[config.mk]
export PLATFORM = sky130hd
export DESIGN_NAME = mem_access_unit_flat
export DESIGN_NICKNAME = d
export VERILOG_FILES = /design/src/rtl/mem_access_unit_if.sv /design/src/rtl/mem_access_unit.sv /design/src/flat_wrapper.sv
export SDC_FILE = /design/constraint.sdc
export NUM_CORES = 1
export LEC_CHECK = 0
export BUFFER_PORTS_ARGS = -buffer_cell sky130_fd_sc_hd__buf_2
export CAP_MARGIN = 20
export CORE_MARGIN = 2
export CORE_UTILIZATION = 47
export CTS_CLUSTER_SIZE = 24
export DETAILED_ROUTE_END_ITERATION = 16
export MAX_ROUTING_LAYER = met4
export PLACE_DENSITY = 0.8
export SLEW_MARGIN = 20
export SYNTH_ARGS = -nofsm -noshare
export SYNTH_HDL_FRONTEND = slang
export SYNTH_SLANG_ARGS = --single-unit
export TNS_END_PERCENT = 50
[constraint.sdc]
create_clock -name clock -period 2.29 [get_ports clock]
set_input_delay 0.229 -clock clock [delete_from_list [all_inputs] [get_ports clock]]
set_output_delay 0.229 -clock clock [all_outputs]
set_load 0.1 [all_outputs]
[src/rtl/mem_access_unit_if.sv]
// mem_access_unit_if: CPU request/response and ram port signals of the memory access unit.
interface mem_access_unit_if;
  logic        req_valid;
  logic        req_ready;
  logic        req_write;
  logic [31:0] req_addr;
  logic [1:0]  req_size;
  logic        req_signed;
  logic [31:0] req_wdata;
  logic        resp_valid;
  logic [31:0] resp_rdata;
  logic        resp_error;
  logic        mem_read;
  logic        mem_write;
  logic [31:0] mem_address;
  logic [3:0]  mem_byteenable;
  logic [31:0] mem_wdata;
  logic [31:0] mem_rdata;
  modport slave (
    input  req_valid, req_write, req_addr, req_size, req_signed, req_wdata, mem_rdata,
    output req_ready, resp_valid, resp_rdata, resp_error,
           mem_read, mem_write, mem_address, mem_byteenable, mem_wdata
  );
  modport master (
    output req_valid, req_write, req_addr, req_size, req_signed, req_wdata, mem_rdata,
    input  req_ready, resp_valid, resp_rdata, resp_error,
           mem_read, mem_write, mem_address, mem_byteenable, mem_wdata
  );
endinterface

[src/rtl/mem_access_unit.sv]
// mem_access_unit: byte/half/word load-store unit with alignment and range checking
// in front of a single-cycle-read ram.
module mem_access_unit #(
  parameter logic [31:0] offset = 32'h00000000,
  parameter int unsigned size   = 65536
) (
  input logic            clock,
  input logic            reset,
  mem_access_unit_if.slave bus
);
  typedef enum logic [1:0] {IDLE, ACCESS, RESP, ERR} state_t;
  state_t state, state_nx;
  logic        wr, sgn, bad, accept, acc;
  logic [1:0]  sz, lane;
  logic [31:0] addr, wdata, rel, fmt;
  logic [7:0]  b;
  logic [15:0] h;
  logic [3:0]  be;
  assign rel    = bus.req_addr - offset;
  assign bad    = bus.req_size == 2'b11 || (bus.req_size == 2'b01 && bus.req_addr[0]) ||
                  (bus.req_size == 2'b10 && |bus.req_addr[1:0]) ||
                  bus.req_addr < offset || (rel >> 2) >= size;
  assign accept = bus.req_valid && bus.req_ready;
  always_ff @(posedge clock) begin
    if (reset) begin
      state <= IDLE;
      wr    <= 1'b0;
      sgn   <= 1'b0;
      sz    <= 2'b00;
      addr  <= 32'h0;
      wdata <= 32'h0;
    end else begin
      state <= state_nx;
      if (accept) begin
        wr    <= bus.req_write;
        sgn   <= bus.req_signed;
        sz    <= bus.req_size;
        addr  <= bus.req_addr;
        wdata <= bus.req_wdata;
      end
    end
  end
  // mem strobes and the response are masked combinationally by reset so an in-flight request is dropped
  always_comb begin
    state_nx           = state == IDLE ? (accept ? (bad ? ERR : ACCESS) : IDLE) :
                         state == ACCESS ? RESP : IDLE;
    lane               = addr[1:0];
    acc                = state == ACCESS && !reset;
    be                 = sz == 2'b00 ? 4'b0001 << lane : sz == 2'b01 ? 4'b0011 << lane : 4'b1111;
    b                  = bus.mem_rdata[{lane, 3'b000} +: 8];
    h                  = bus.mem_rdata[{addr[1], 4'b0000} +: 16];
    fmt                = sz == 2'b00 ? {{24{sgn & b[7]}}, b} :
                         sz == 2'b01 ? {{16{sgn & h[15]}}, h} : bus.mem_rdata;
    bus.req_ready      = state == IDLE && !reset;
    bus.mem_read       = acc && !wr;
    bus.mem_write      = acc && wr;
    bus.mem_byteenable = acc && wr ? be : 4'b0000;
    bus.mem_address    = acc ? (addr - offset) >> 2 : 32'h0;
    bus.mem_wdata      = acc ? (sz == 2'b00 ? {4{wdata[7:0]}} :
                                sz == 2'b01 ? {2{wdata[15:0]}} : wdata) : 32'h0;
    bus.resp_valid     = !reset && (state == RESP || state == ERR);
    bus.resp_error     = !reset && state == ERR;
    bus.resp_rdata     = state == RESP && !wr ? fmt : 32'h0;
  end
endmodule

[src/flat_wrapper.sv]
// flat-port wrapper written by rule: the top's interface ports become plain ports
module mem_access_unit_flat 
#(
  parameter logic [31:0] offset = 32'h00000000,
  parameter int unsigned size   = 65536
)
  (clock, reset, bus_req_valid, bus_req_write, bus_req_addr, bus_req_size, bus_req_signed, bus_req_wdata, bus_mem_rdata, bus_req_ready, bus_resp_valid, bus_resp_rdata, bus_resp_error, bus_mem_read, bus_mem_write, bus_mem_address, bus_mem_byteenable, bus_mem_wdata);
  mem_access_unit_if bus_i ();
  input logic clock;
  input logic reset;
  input wire logic [$bits(bus_i.req_valid)-1:0] bus_req_valid;
  input wire logic [$bits(bus_i.req_write)-1:0] bus_req_write;
  input wire logic [$bits(bus_i.req_addr)-1:0] bus_req_addr;
  input wire logic [$bits(bus_i.req_size)-1:0] bus_req_size;
  input wire logic [$bits(bus_i.req_signed)-1:0] bus_req_signed;
  input wire logic [$bits(bus_i.req_wdata)-1:0] bus_req_wdata;
  input wire logic [$bits(bus_i.mem_rdata)-1:0] bus_mem_rdata;
  output wire logic [$bits(bus_i.req_ready)-1:0] bus_req_ready;
  output wire logic [$bits(bus_i.resp_valid)-1:0] bus_resp_valid;
  output wire logic [$bits(bus_i.resp_rdata)-1:0] bus_resp_rdata;
  output wire logic [$bits(bus_i.resp_error)-1:0] bus_resp_error;
  output wire logic [$bits(bus_i.mem_read)-1:0] bus_mem_read;
  output wire logic [$bits(bus_i.mem_write)-1:0] bus_mem_write;
  output wire logic [$bits(bus_i.mem_address)-1:0] bus_mem_address;
  output wire logic [$bits(bus_i.mem_byteenable)-1:0] bus_mem_byteenable;
  output wire logic [$bits(bus_i.mem_wdata)-1:0] bus_mem_wdata;
  assign bus_i.req_valid = bus_req_valid;
  assign bus_i.req_write = bus_req_write;
  assign bus_i.req_addr = bus_req_addr;
  assign bus_i.req_size = bus_req_size;
  assign bus_i.req_signed = bus_req_signed;
  assign bus_i.req_wdata = bus_req_wdata;
  assign bus_i.mem_rdata = bus_mem_rdata;
  assign bus_req_ready = bus_i.req_ready;
  assign bus_resp_valid = bus_i.resp_valid;
  assign bus_resp_rdata = bus_i.resp_rdata;
  assign bus_resp_error = bus_i.resp_error;
  assign bus_mem_read = bus_i.mem_read;
  assign bus_mem_write = bus_i.mem_write;
  assign bus_mem_address = bus_i.mem_address;
  assign bus_mem_byteenable = bus_i.mem_byteenable;
  assign bus_mem_wdata = bus_i.mem_wdata;
  mem_access_unit #(.offset(offset), .size(size)) u_core (.clock(clock), .reset(reset), .bus(bus_i));
endmodule
Yosys cells after proc, flatten, opt, wreduce, memory -nomap -nowiden
Cells that the tools add are included.
Widths: inputs -> output; s select.
- $lt $le $gt $ge: 2
- eq/ne operators: 7
- shift-type cells: 4
- muxes and demuxes: 14
- bitwise logic cells: 2
- reduce and logical (&&, ||, !) cells: 20
- operators with widths (cell ; count):
    $mux 32 ; 6
    $lt 32x1->1 const B ; 1
    $shiftx 32x6->16 ; 1
    $shiftx 32x6->8 ; 1
    $ge 30x17->1 const B ; 1
    $mux 30 ; 1
    $mux 4 ; 3
    $logic_and 1x1->1 ; 10
    $eq 2x2->1 const B ; 4
    $mux 2 ; 4
    $eq 2x1->1 const B ; 3
    $logic_or 1x1->1 ; 5
    $logic_not 2->1 ; 2
    $shl 1x2->4 const A ; 1
    $shl 2x2->4 const A ; 1
    $and 1x1->1 ; 2
    $logic_not 1->1 ; 2
    $reduce_or 2->1 ; 1
- register bits after elaboration: 70
- bits of input ports: 103
- output and inout port bits: 105

Depth between registers and ports, before layout
- word-level depth: 9
- gate-level depth with buffers: 7
- mapped depth without buffers: 4

Worst setup path after synthesis
No wires, ideal clock.
- path kind: reg2out
- start: register u_core.state[1]
- end: output port bus_resp_rdata[0]
- data arrival time: 5.684 ns
- data required time: 2.061 ns
- setup slack: -3.623 ns
- cell stages (with the launch flop): 5
- path buffers: 2
- cells stage by stage: dfxtp_1 -> or3b_1 -> clkbuf_1 -> buf_2 -> a2111oi_0
- cells in the longest elaborated chain, start to end: 3
- ends and longest elaborated chain (element ; RTL line ; text):
    from (decl) ; mem_access_unit.sv:12 ; state_t state, state_nx;
    from (signal assigned) ; mem_access_unit.sv:33 ; state <= state_nx;
    $eq 2x2->1 ; mem_access_unit.sv:63 ; bus.resp_rdata = state == RESP && !wr ? fmt : 32'h0;
    $logic_and 1x1->1 ; mem_access_unit.sv:63 ;
    $mux 32 ; mem_access_unit.sv:63 ;
    to (decl) ; flat_wrapper.sv:20 ; output wire logic [$bits(bus_i.resp_rdata)-1:0] bus_resp_rdata;
No other way between the ends.

Final worst setup path
- start: register u_core.state[0]
- end: output port bus_resp_rdata[14]
Same word-level chain as after synthesis.

==> results.md <==
- Reg2reg path depth: 5
- Async SR Flop Fraction: 0%
- Layout cell share with drive strength beyond 1: 41.7%
- TNS Setup: 0 ps
- Post-Syn Instances: 600
- Kind of critical path: flop to output port
- Layout Skew: 14.5 ps
- Worst r2r src: u_core.state[0]
- RSZ-0062 raised after global routing: true
- Critical Path End: bus_resp_rdata[14]
- Avg Cell Area, Syn: 7.29 um2
- Via count: 5159
- Clock sink count: 70
- Hpwl dp: 12200 um
- Hold Fails Final Rpt: 0
- Post-route minimum period: 2240 ps
- Fin crit share: 98.0%
- Sequential share of the synthesized area: 32.0%
- Gr usage total: 33.4%
- Placer Congestion: 0.918
- Die width: 100 um
- Cell variety after synth: 41
- Worst reg2reg setup slack: 400 ps
- # DRC: 0
- WP data arrival: 2020 ps
- Port-buffer cells: 205
- Post-DR wirelength/cell: 18.2 um
- Crit path launch type: flop
- Vias in the first global route: 5172
- Crit path from: u_core.state[0]
- Post-synth EDFFs: 0
- Leak: 0.00286 uW
- TritonCTS buffer count: 9
- Kind of path behind the tightest hold check: input pin to flop
- Dominant synthesized flop cell: dfxtp_1
- Die area: 10100 um2
- Drt total wl: 16500 um
- Power Density: 514 nW/um2
- Initial core utilization: 47.8%
- Initial antenna violation count: 1
- Final setup violation count: 0
- H-tree depth: 3
- Peak supply drop: 0.428 mV
- CTS tree: built
- Post-synthesis instance area: 4380 um2
- Area Growth Syn to Fin: 71.8%
- Worst skew pair latency: 360 ps
- Max-slew violations: 0
- Max-cap violation count: 0
- Status: completed
- First-pass GRT wire length: 25700 um
- Cell Rows: 35
- Pre-antenna DRT Iters: 5
- Fmax: 445 MHz
- Post-CTS Hold Fix Bufs: 0
- Synth Warn #: 0
- Critical Path Sink Type: output port
- Critical Path RT: 2060 ps
- Antenna viol nets, final: 0
- Worst R2R End: u_core.state[1]
- Count of state elements after synthesis: 70
- Maximum clock insertion buffer count: 2
- Final nets: 898
- Via density: 5.68
- Initial DRC Count: 333
- Crit-path max FO: 9
- Largest net degree at the start of global routing: 71
- Root cell of the clock tree: clkbuf_8
- I/O pin count: 208
- Remaining global-route overflow: 0
- Area of the core region: 9150 um2
- Clock-pin slew on the worst setup and hold paths: 90 ps
- Layout Utilization: 82.1%
- Die Y: 100 um
==> power breakdown <==
part	internal [uW]	leakage, uW	total [uW]	switching, uW
combinational	447	0.00217	1270	820
sequential	1280	0.000572	1330	48.4
clock	761	0.000127	1270	508
total	2490	0.00286	3870	1380
==> area by class of cell <==
| cell class | instances | area, um2 |
|---|---|---|
| multi-input combinational | 453 | 3120 |
| timing repair buffer | 236 | 2500 |
| fill | 550 | 1640 |
| sequential | 70 | 1410 |
| tap | 111 | 139 |
| clock buffer | 10 | 138 |
| clock inverter | 6 | 116 |
| inverter | 21 | 91.3 |
| antenna | 1 | 2.50 |
==> state kept, by name (all words and copies together) (netlist names) <==
name	cells
u_core.sz	2
u_core.wdata	32
u_core.wr	1
u_core.addr	32
u_core.state	2
u_core.sgn	1
==> cell usage after synthesis (2+ instances only) <==
cell,instances,area [um2]
a2111o_1,8,90.1
a2111oi_0,7,61.3
a21oi_1,95,475
a221oi_1,17,149
and2_1,40,250
buf_1,3,11.3
buf_2,16,80.1
buf_4,3,22.5
buf_6,9,101
clkbuf_1,25,93.8
dfxtp_1,70,1400
ha_1,4,50.1
inv_1,19,71.3
mux2_2,10,113
mux2i_1,10,100
mux4_2,7,158
nand2_1,171,642
nand2b_1,2,12.5
nor2_1,36,135
nor2b_1,10,62.6
nor4_1,3,18.8
nor4bb_1,8,80.1
o21a_1,2,15.0
o22ai_1,8,50.1
==> worst min path at each step <==
stage / from / to / depth (start not counted) / slack (ps)
after floorplan: bus_req_addr[1] / u_core.addr[1] / 2 / 360
after detailed placement: u_core.addr[14] / u_core.addr[14] / 2 / 440
after global placement: u_core.addr[9] / u_core.addr[9] / 2 / 440
final: bus_req_addr[6] / u_core.addr[6] / 3 / 100
after global routing: bus_req_addr[6] / u_core.addr[6] / 3 / 80
after CTS: bus_req_addr[6] / u_core.addr[6] / 3 / 90
==> what timing repair did <==
action	CTS	global route
pin swaps	1	4
gates resized for setup	3	28
setup buffers	3	4
gates cloned	0	0
setup endpoints to repair	30	44
==> placed cells by master, fill, tap and decap left out, drive strengths merged <==
cell type    n
nor3         1
and2        40
nor3b        1
o22ai        8
nor4         3
a2111oi      7
diode        1
a221oi      17
a21oi       95
buf        222
conb         2
and4         1
dfxtp       70
a31oi        1
nor2        36
mux2i       10
clkbuf      24
o221ai       1
o21a         2
a22oi        1
or3b         1
ha           4
mux4         7
nand2      171
o21bai       1
o211ai       1
mux2        10
or2          1
a2111o       8
o21ai        1
nor4bb       8
nand2b       2
or4b         1
nor2b       10
clkinv       4
nand3b       1
bufinv       3
inv         20
==> critical path, cell delays in order (launching register included) <==
cell and delay, ps:
dfxtp_1 320, or3b_4 450, buf_12 170, a2111o_1 380
a21oi_4 150, buf_12 190
==> layer usage <==
metal	GRT usage (%)	part of all wire, %
met5	-	0
met4	12.5	3.1
met3	8.04	8.5
met2	56.7	51
met1	38.4	37
==> kinds of logic after synthesis <==
kind of cell | count (synthesis) | synth area share, %
simple gates | 277 | 28.7
compound gates | 143 | 20.3
buf+inv | 78 | 9.27
flops | 70 | 32.0
mux | 27 | 8.46
fa+ha+maj | 4 | 1.14
other cells | 1 | 0.0857
==> metrics by stage <==
| stage | power [uW] | cells | worst slack (ps) | cell area [um2] | hold slack, ps |
|---|---|---|---|---|---|
| floorplan | 2190 | 601 | -398 | 4940 | 357 |
| global placement | 2530 | 884 | 246 | 7090 | 438 |
| detailed placement | 2560 | 884 | 201 | 7090 | 442 |
| CTS | 3820 | 903 | -136 | 7380 | 85.0 |
| global route | 4010 | 908 | -8.06 | 7520 | 84.6 |
| finish | 3870 | 908 | 45.3 | 7520 | 98.1 |
Power figures use the tool's default switching activity.
